[config.mk]
export PLATFORM = sky130hd
export DESIGN_NAME = queen_check
export DESIGN_NICKNAME = d
export VERILOG_FILES = /design/src/rtl/queen_check.sv
export SDC_FILE = /design/constraint.sdc
export NUM_CORES = 1
export LEC_CHECK = 0
export ABC_AREA = 0
export BUFFER_PORTS_ARGS = -buffer_cell sky130_fd_sc_hd__buf_2
export CORE_MARGIN = 8
export CORE_UTILIZATION = 36
export DETAILED_ROUTE_END_ITERATION = 8
export PLACE_DENSITY = 0.61
export SLEW_MARGIN = 20
export SYNTH_ARGS = -nofsm -noshare
export SYNTH_HDL_FRONTEND = slang
export SYNTH_SLANG_ARGS = --single-unit
export TNS_END_PERCENT = 5
[constraint.sdc]
create_clock -name clk -period 3.7 [get_ports clk]
set_input_delay 0.185 -clock clk [delete_from_list [all_inputs] [get_ports clk]]
set_output_delay 0.185 -clock clk [all_outputs]
set_load 0.01 [all_outputs]
[src/rtl/queen_check.sv]
// Streaming N-queens placement verifier: one column per row in, one verdict per board out.
// Keeps column/diagonal occupancy masks and a running count of legal boards.
module queen_check #(
    parameter int N  = 11,
    parameter int LN = 5
) (
    input  logic          clk,
    input  logic          rst_n,
    input  logic          in_valid,
    output logic          in_ready,
    input  logic [LN-1:0] in_col,
    input  logic          in_last,
    output logic          res_valid,
    input  logic          res_ready,
    output logic [1:0]    res_code,
    output logic [31:0]   good_cnt
);

    localparam int NM = 2 * N - 1;

    typedef enum logic {
        COLLECT = 1'b0,
        REPORT  = 1'b1
    } state_t;

    state_t          state_q, state_d;
    logic [LN-1:0]   r_q, r_d;
    logic [N-1:0]    mh_q, mh_d;
    logic [NM-1:0]   ms_q, ms_d;
    logic [NM-1:0]   md_q, md_d;
    logic            err_att_q, err_att_d;
    logic            err_rng_q, err_rng_d;
    logic            err_len_q, err_len_d;
    logic [1:0]      code_q, code_d;
    logic [31:0]     cnt_q, cnt_d;

    // One extra bit so r+c and N-1-r+c never truncate.
    logic [LN:0]     col_ext, row_ext, s_idx, d_idx;
    logic [N-1:0]    col_oh;
    logic [NM-1:0]   s_oh, d_oh;
    logic            full, in_rng, hit, beat_fire, res_fire;

    assign col_ext = {1'b0, in_col};
    assign row_ext = {1'b0, r_q};
    assign s_idx   = row_ext + col_ext;
    assign d_idx   = (LN+1)'(N - 1) - row_ext + col_ext;

    generate
        for (genvar gi = 0; gi < N; gi++) begin : g_col
            assign col_oh[gi] = (col_ext == (LN+1)'(gi));
        end
        for (genvar gi = 0; gi < NM; gi++) begin : g_diag
            assign s_oh[gi] = (s_idx == (LN+1)'(gi));
            assign d_oh[gi] = (d_idx == (LN+1)'(gi));
        end
    endgenerate

    assign full      = (r_q == LN'(N));
    assign in_rng    = (col_ext < (LN+1)'(N));
    assign hit       = (|(mh_q & col_oh)) || (|(ms_q & s_oh)) || (|(md_q & d_oh));
    assign in_ready  = (state_q == COLLECT);
    assign res_valid = (state_q == REPORT);
    assign beat_fire = in_ready && in_valid;
    assign res_fire  = res_valid && res_ready;
    assign res_code  = code_q;
    assign good_cnt  = cnt_q;

    always_comb begin
        state_d   = state_q;
        r_d       = r_q;
        mh_d      = mh_q;
        ms_d      = ms_q;
        md_d      = md_q;
        err_att_d = err_att_q;
        err_rng_d = err_rng_q;
        err_len_d = err_len_q;
        code_d    = code_q;
        cnt_d     = cnt_q;

        if (beat_fire) begin
            if (full) begin
                err_len_d = 1'b1;
            end else begin
                r_d = r_q + 1'b1;
                if (!in_rng) begin
                    err_rng_d = 1'b1;
                end else begin
                    if (hit) begin
                        err_att_d = 1'b1;
                    end
                    mh_d = mh_q | col_oh;
                    ms_d = ms_q | s_oh;
                    md_d = md_q | d_oh;
                end
            end
            if (in_last) begin
                if (r_q != LN'(N - 1)) begin
                    err_len_d = 1'b1;
                end
                // Length dominates range, range dominates attack.
                if (err_len_d)      code_d = 2'b11;
                else if (err_rng_d) code_d = 2'b10;
                else if (err_att_d) code_d = 2'b01;
                else                code_d = 2'b00;
                state_d = REPORT;
            end
        end

        if (res_fire) begin
            state_d   = COLLECT;
            r_d       = '0;
            mh_d      = '0;
            ms_d      = '0;
            md_d      = '0;
            err_att_d = 1'b0;
            err_rng_d = 1'b0;
            err_len_d = 1'b0;
            if (code_q == 2'b00) begin
                cnt_d = cnt_q + 32'd1;
            end
        end
    end

    always_ff @(posedge clk or negedge rst_n) begin
        if (!rst_n) begin
            state_q   <= COLLECT;
            r_q       <= '0;
            mh_q      <= '0;
            ms_q      <= '0;
            md_q      <= '0;
            err_att_q <= 1'b0;
            err_rng_q <= 1'b0;
            err_len_q <= 1'b0;
            code_q    <= 2'b00;
            cnt_q     <= '0;
        end else begin
            state_q   <= state_d;
            r_q       <= r_d;
            mh_q      <= mh_d;
            ms_q      <= ms_d;
            md_q      <= md_d;
            err_att_q <= err_att_d;
            err_rng_q <= err_rng_d;
            err_len_q <= err_len_d;
            code_q    <= code_d;
            cnt_q     <= cnt_d;
        end
    end

endmodule

==> results.md <==
* NumNets Final at 608
* Slew headroom at 36.5%
* Reg clk slew, reported paths at 0.07 ns
* Fin. max-slew vios at 0
* Max Clock Skew at 0.00857 ns
* # setup viols final at 0
* Via count at 4082
* Clock Path Buffers at 2
* Vias in the first global route at 4194
* Syn Area/Cell at 9.53 um2
* Multi-input gate area at 2570 um2
* Worst vdd ir at 0.000291 V
* # diodes at 0
* GPL Wtd Cong at 0.812
* Post-DRT Antenna Nets at 0
* Synth Flop Type: dfrtp_1
* Number of flops mapped to enable cells by yosys at 0
* Req. time, crit path at 3.92 ns
* Largest area contributor in the netlist: dfrtp_1
* DP HPWL at 8290 um
* Post-CTS Setup Inserts at 0
* Worst-Skew Late Latency at 0.36 ns
* Setup_tns at 0 ns
* DR iter-0 viols at 261
* MaxCap Viol Count at 0
* Hold crit path type: primary input to flop
* Synthesized cell area at 5140 um2
* Area grow syn2layout at 14.0%
* Ys Warns at 0
* Fillcell total at 1348
* CTS tree: built
* Register bit total from synthesis at 96
* Status: completed
* Grt ovf at 0
* WHS at 0.0824 ns
* Sequential share of the synthesized area at 46.7%
* Worst-Margin Slew at 0.953 ns
* CP Launch Type: flop
* Cts bufs inserted at 9
* Global-route wire length before repair at 20200 um
* Tot GR Track Use at 13.6%
* Crit-path max FO at 7
* Synth Area in Compound Gates at 12.0%
* Core area at 13900 um2
* Hold Fails Final Rpt at 0
* Layout cells sized above 1 at 14.6%
* First-pass DRT Iterations at 5
* Yosys top cell area share at 46.7%
* Root buffer cell: clkbuf_16
* WL/cell at 15.4 um
* Worst setup EP type: flop
* FFs w/ async S/R, synth at 100%
* Power per standard cell area at 555 nW/um2
* Largest family of logic cells by synthesized area: simple AND/OR/NAND/NOR gates
* Die area at 18400 um2
* Synth unique cells at 65
* Leakage at 2.78 nW
* Syn Inst Count at 540
* Clk sinks at 96
* Synth Area in XOR/XNOR at 7.98%
* Mux contribution to synthesized area at 3.26%
* Antenna violations before repair at 0
* CP arrival at 3.47 ns
* FF+latch area at 2400 um2
* RSZ-0062 raised after global routing: false
* Post-Synth Simple-Gate Area at 21.7%
* Detailed-route DRC error count at 0
* H-tree levels at 3
* Largest net degree at the start of global routing at 58
* Cell Rows at 43
* Post-synthesis adder-cell area fraction at 4.91%
* Number of port buffers at 45
* I/O pins at 46
* Ranking of synthesized cells by area: dfrtp_1, nor2_1, a21oi_1
* DRT Wirelength at 11700 um
* Die X at 136 um
* Kind of critical path: flop to flop
* Vias per Instance at 5.34
* Post-CTS sizing at 0
* Fin crit period at 3.25 ns
* Fmax at 308 MHz
* Initial core utilization at 36.9%
* Final period util at 87.7%
* Syn nets at 569
* Die Span Y at 136 um
## power breakdown
part | total, W | internal [W] | switching, W
Clock | 0.000975 | 0.000538 | 0.000437
Combinational | 0.00108 | 0.000391 | 0.000687
Sequential | 0.00120 | 0.00113 | 0.0000696
## synthesized netlist by cell type (all sizes together), types with 4 or more instances
library cell	n
a21oi	52
a31oi	13
and2	5
and3	8
and4	6
buf	5
clkbuf	18
dfrtp	96
ha	17
inv	21
mux2i	10
nand2	35
nand2b	5
nand3	24
nand3b	4
nand4	11
nor2	83
nor2b	7
nor3	15
nor4	6
o21ai	14
xnor2	28
xor2	15
## cell families (layout without fill, tap and decap cells)
| group | Yosys count | count (layout) |
|---|---|---|
| adder cells (fa/ha/maj) | 19 | 19 |
| AO/OA/AOI/OAI | 103 | 103 |
| AND/OR/NAND/NOR | 221 | 221 |
| multiplexers | 14 | 14 |
| flip-flops | 96 | 96 |
| buffers and inverters | 44 | 88 |
| XOR/XNOR | 43 | 43 |
## per-stage QoR
| step | power, W | instance area (um2) | setup WS (ns) | util, % | std cells |
|---|---|---|---|---|---|
| after floorplan | 0.00201 | 5140 | 0.824 | - | 540 |
| after global placement | 0.00227 | 5540 | 0.572 | 39.7 | 747 |
| after detailed placement | 0.00229 | 5540 | 0.460 | 39.7 | 747 |
| after CTS | 0.00329 | 5860 | 0.465 | 42.1 | 764 |
| after global routing | 0.00345 | 5860 | 0.213 | 42.1 | 764 |
| final | 0.00325 | 5860 | 0.455 | 42.1 | 764 |
## what timing repair did
item                                    in CTS  in global routing
hold endpoints to repair                    53                  0
endpoints found under the setup margin       0                  0
hold buffers                                 1                  0
## layout by cell type (no fill, tap or decap), drive strengths merged, types with 4 or more instances in the layout
cell	n
dfrtp	96
nor2	83
a21oi	52
buf	50
nand2	35
xnor2	28
nand3	24
inv	22
ha	17
nor3	15
xor2	15
o21ai	14
a31oi	13
nand4	11
mux2i	10
clkbuf	9
and3	8
nor2b	7
and4	6
nor4	6
nand2b	5
and2	5
nand3b	4
clkinv	4
## state kept, by name, indices dropped and copies added, names as in the netlist
register   flops
mh_q          11
r_q            5
err_rng_q      1
ms_q          21
err_att_q      1
md_q          21
err_len_q      1
res_valid      1
good_cnt      32
res_code       2
## area by class of cell
type,instances,area share (%)
multi-input cells,400,43.8
clock inverters,7,1.56
well taps,180,3.84
clock buffers,9,3.84
flip-flops and latches,96,41.0
repair buffers,51,4.69
inverters,21,1.34
## routing by layer
metal	up-vias	share of wire (%)	global-route usage, %
li1	1962	-	-
met1	1991	47	17.6
met2	110	47	21.1
met3	19	5.1	4.12
met4	0	1.5	5.31
met5	-	0	0
## path summary, 6_finish.rpt
kind,start,to,slack (ns),cells past startpoint
setup / recovery,r_q[1],res_code[0],0.45,11
hold / removal,res_ready,res_valid,0.08,2
setup reg to reg,r_q[1],res_code[0],0.45,11
hold reg to reg,good_cnt[31],good_cnt[31],0.48,1
max in group asynchronous,rst_n,good_cnt[17],2.30,3
min in group asynchronous,rst_n,mh_q[4],0.41,2
## critical path, cell delays in order (launching register included)
cell,delay [ns]
dfrtp_1,0.47
ha_1,0.33
inv_1,0.04
ha_1,0.22
fa_1,0.46
a211oi_1,0.32
o21ba_2,0.22
nor2_1,0.10
and4_1,0.19
a311o_1,0.28
nor4_2,0.34
a31oi_1,0.14
No activity file was read; power rests on OpenSTA's default activity.
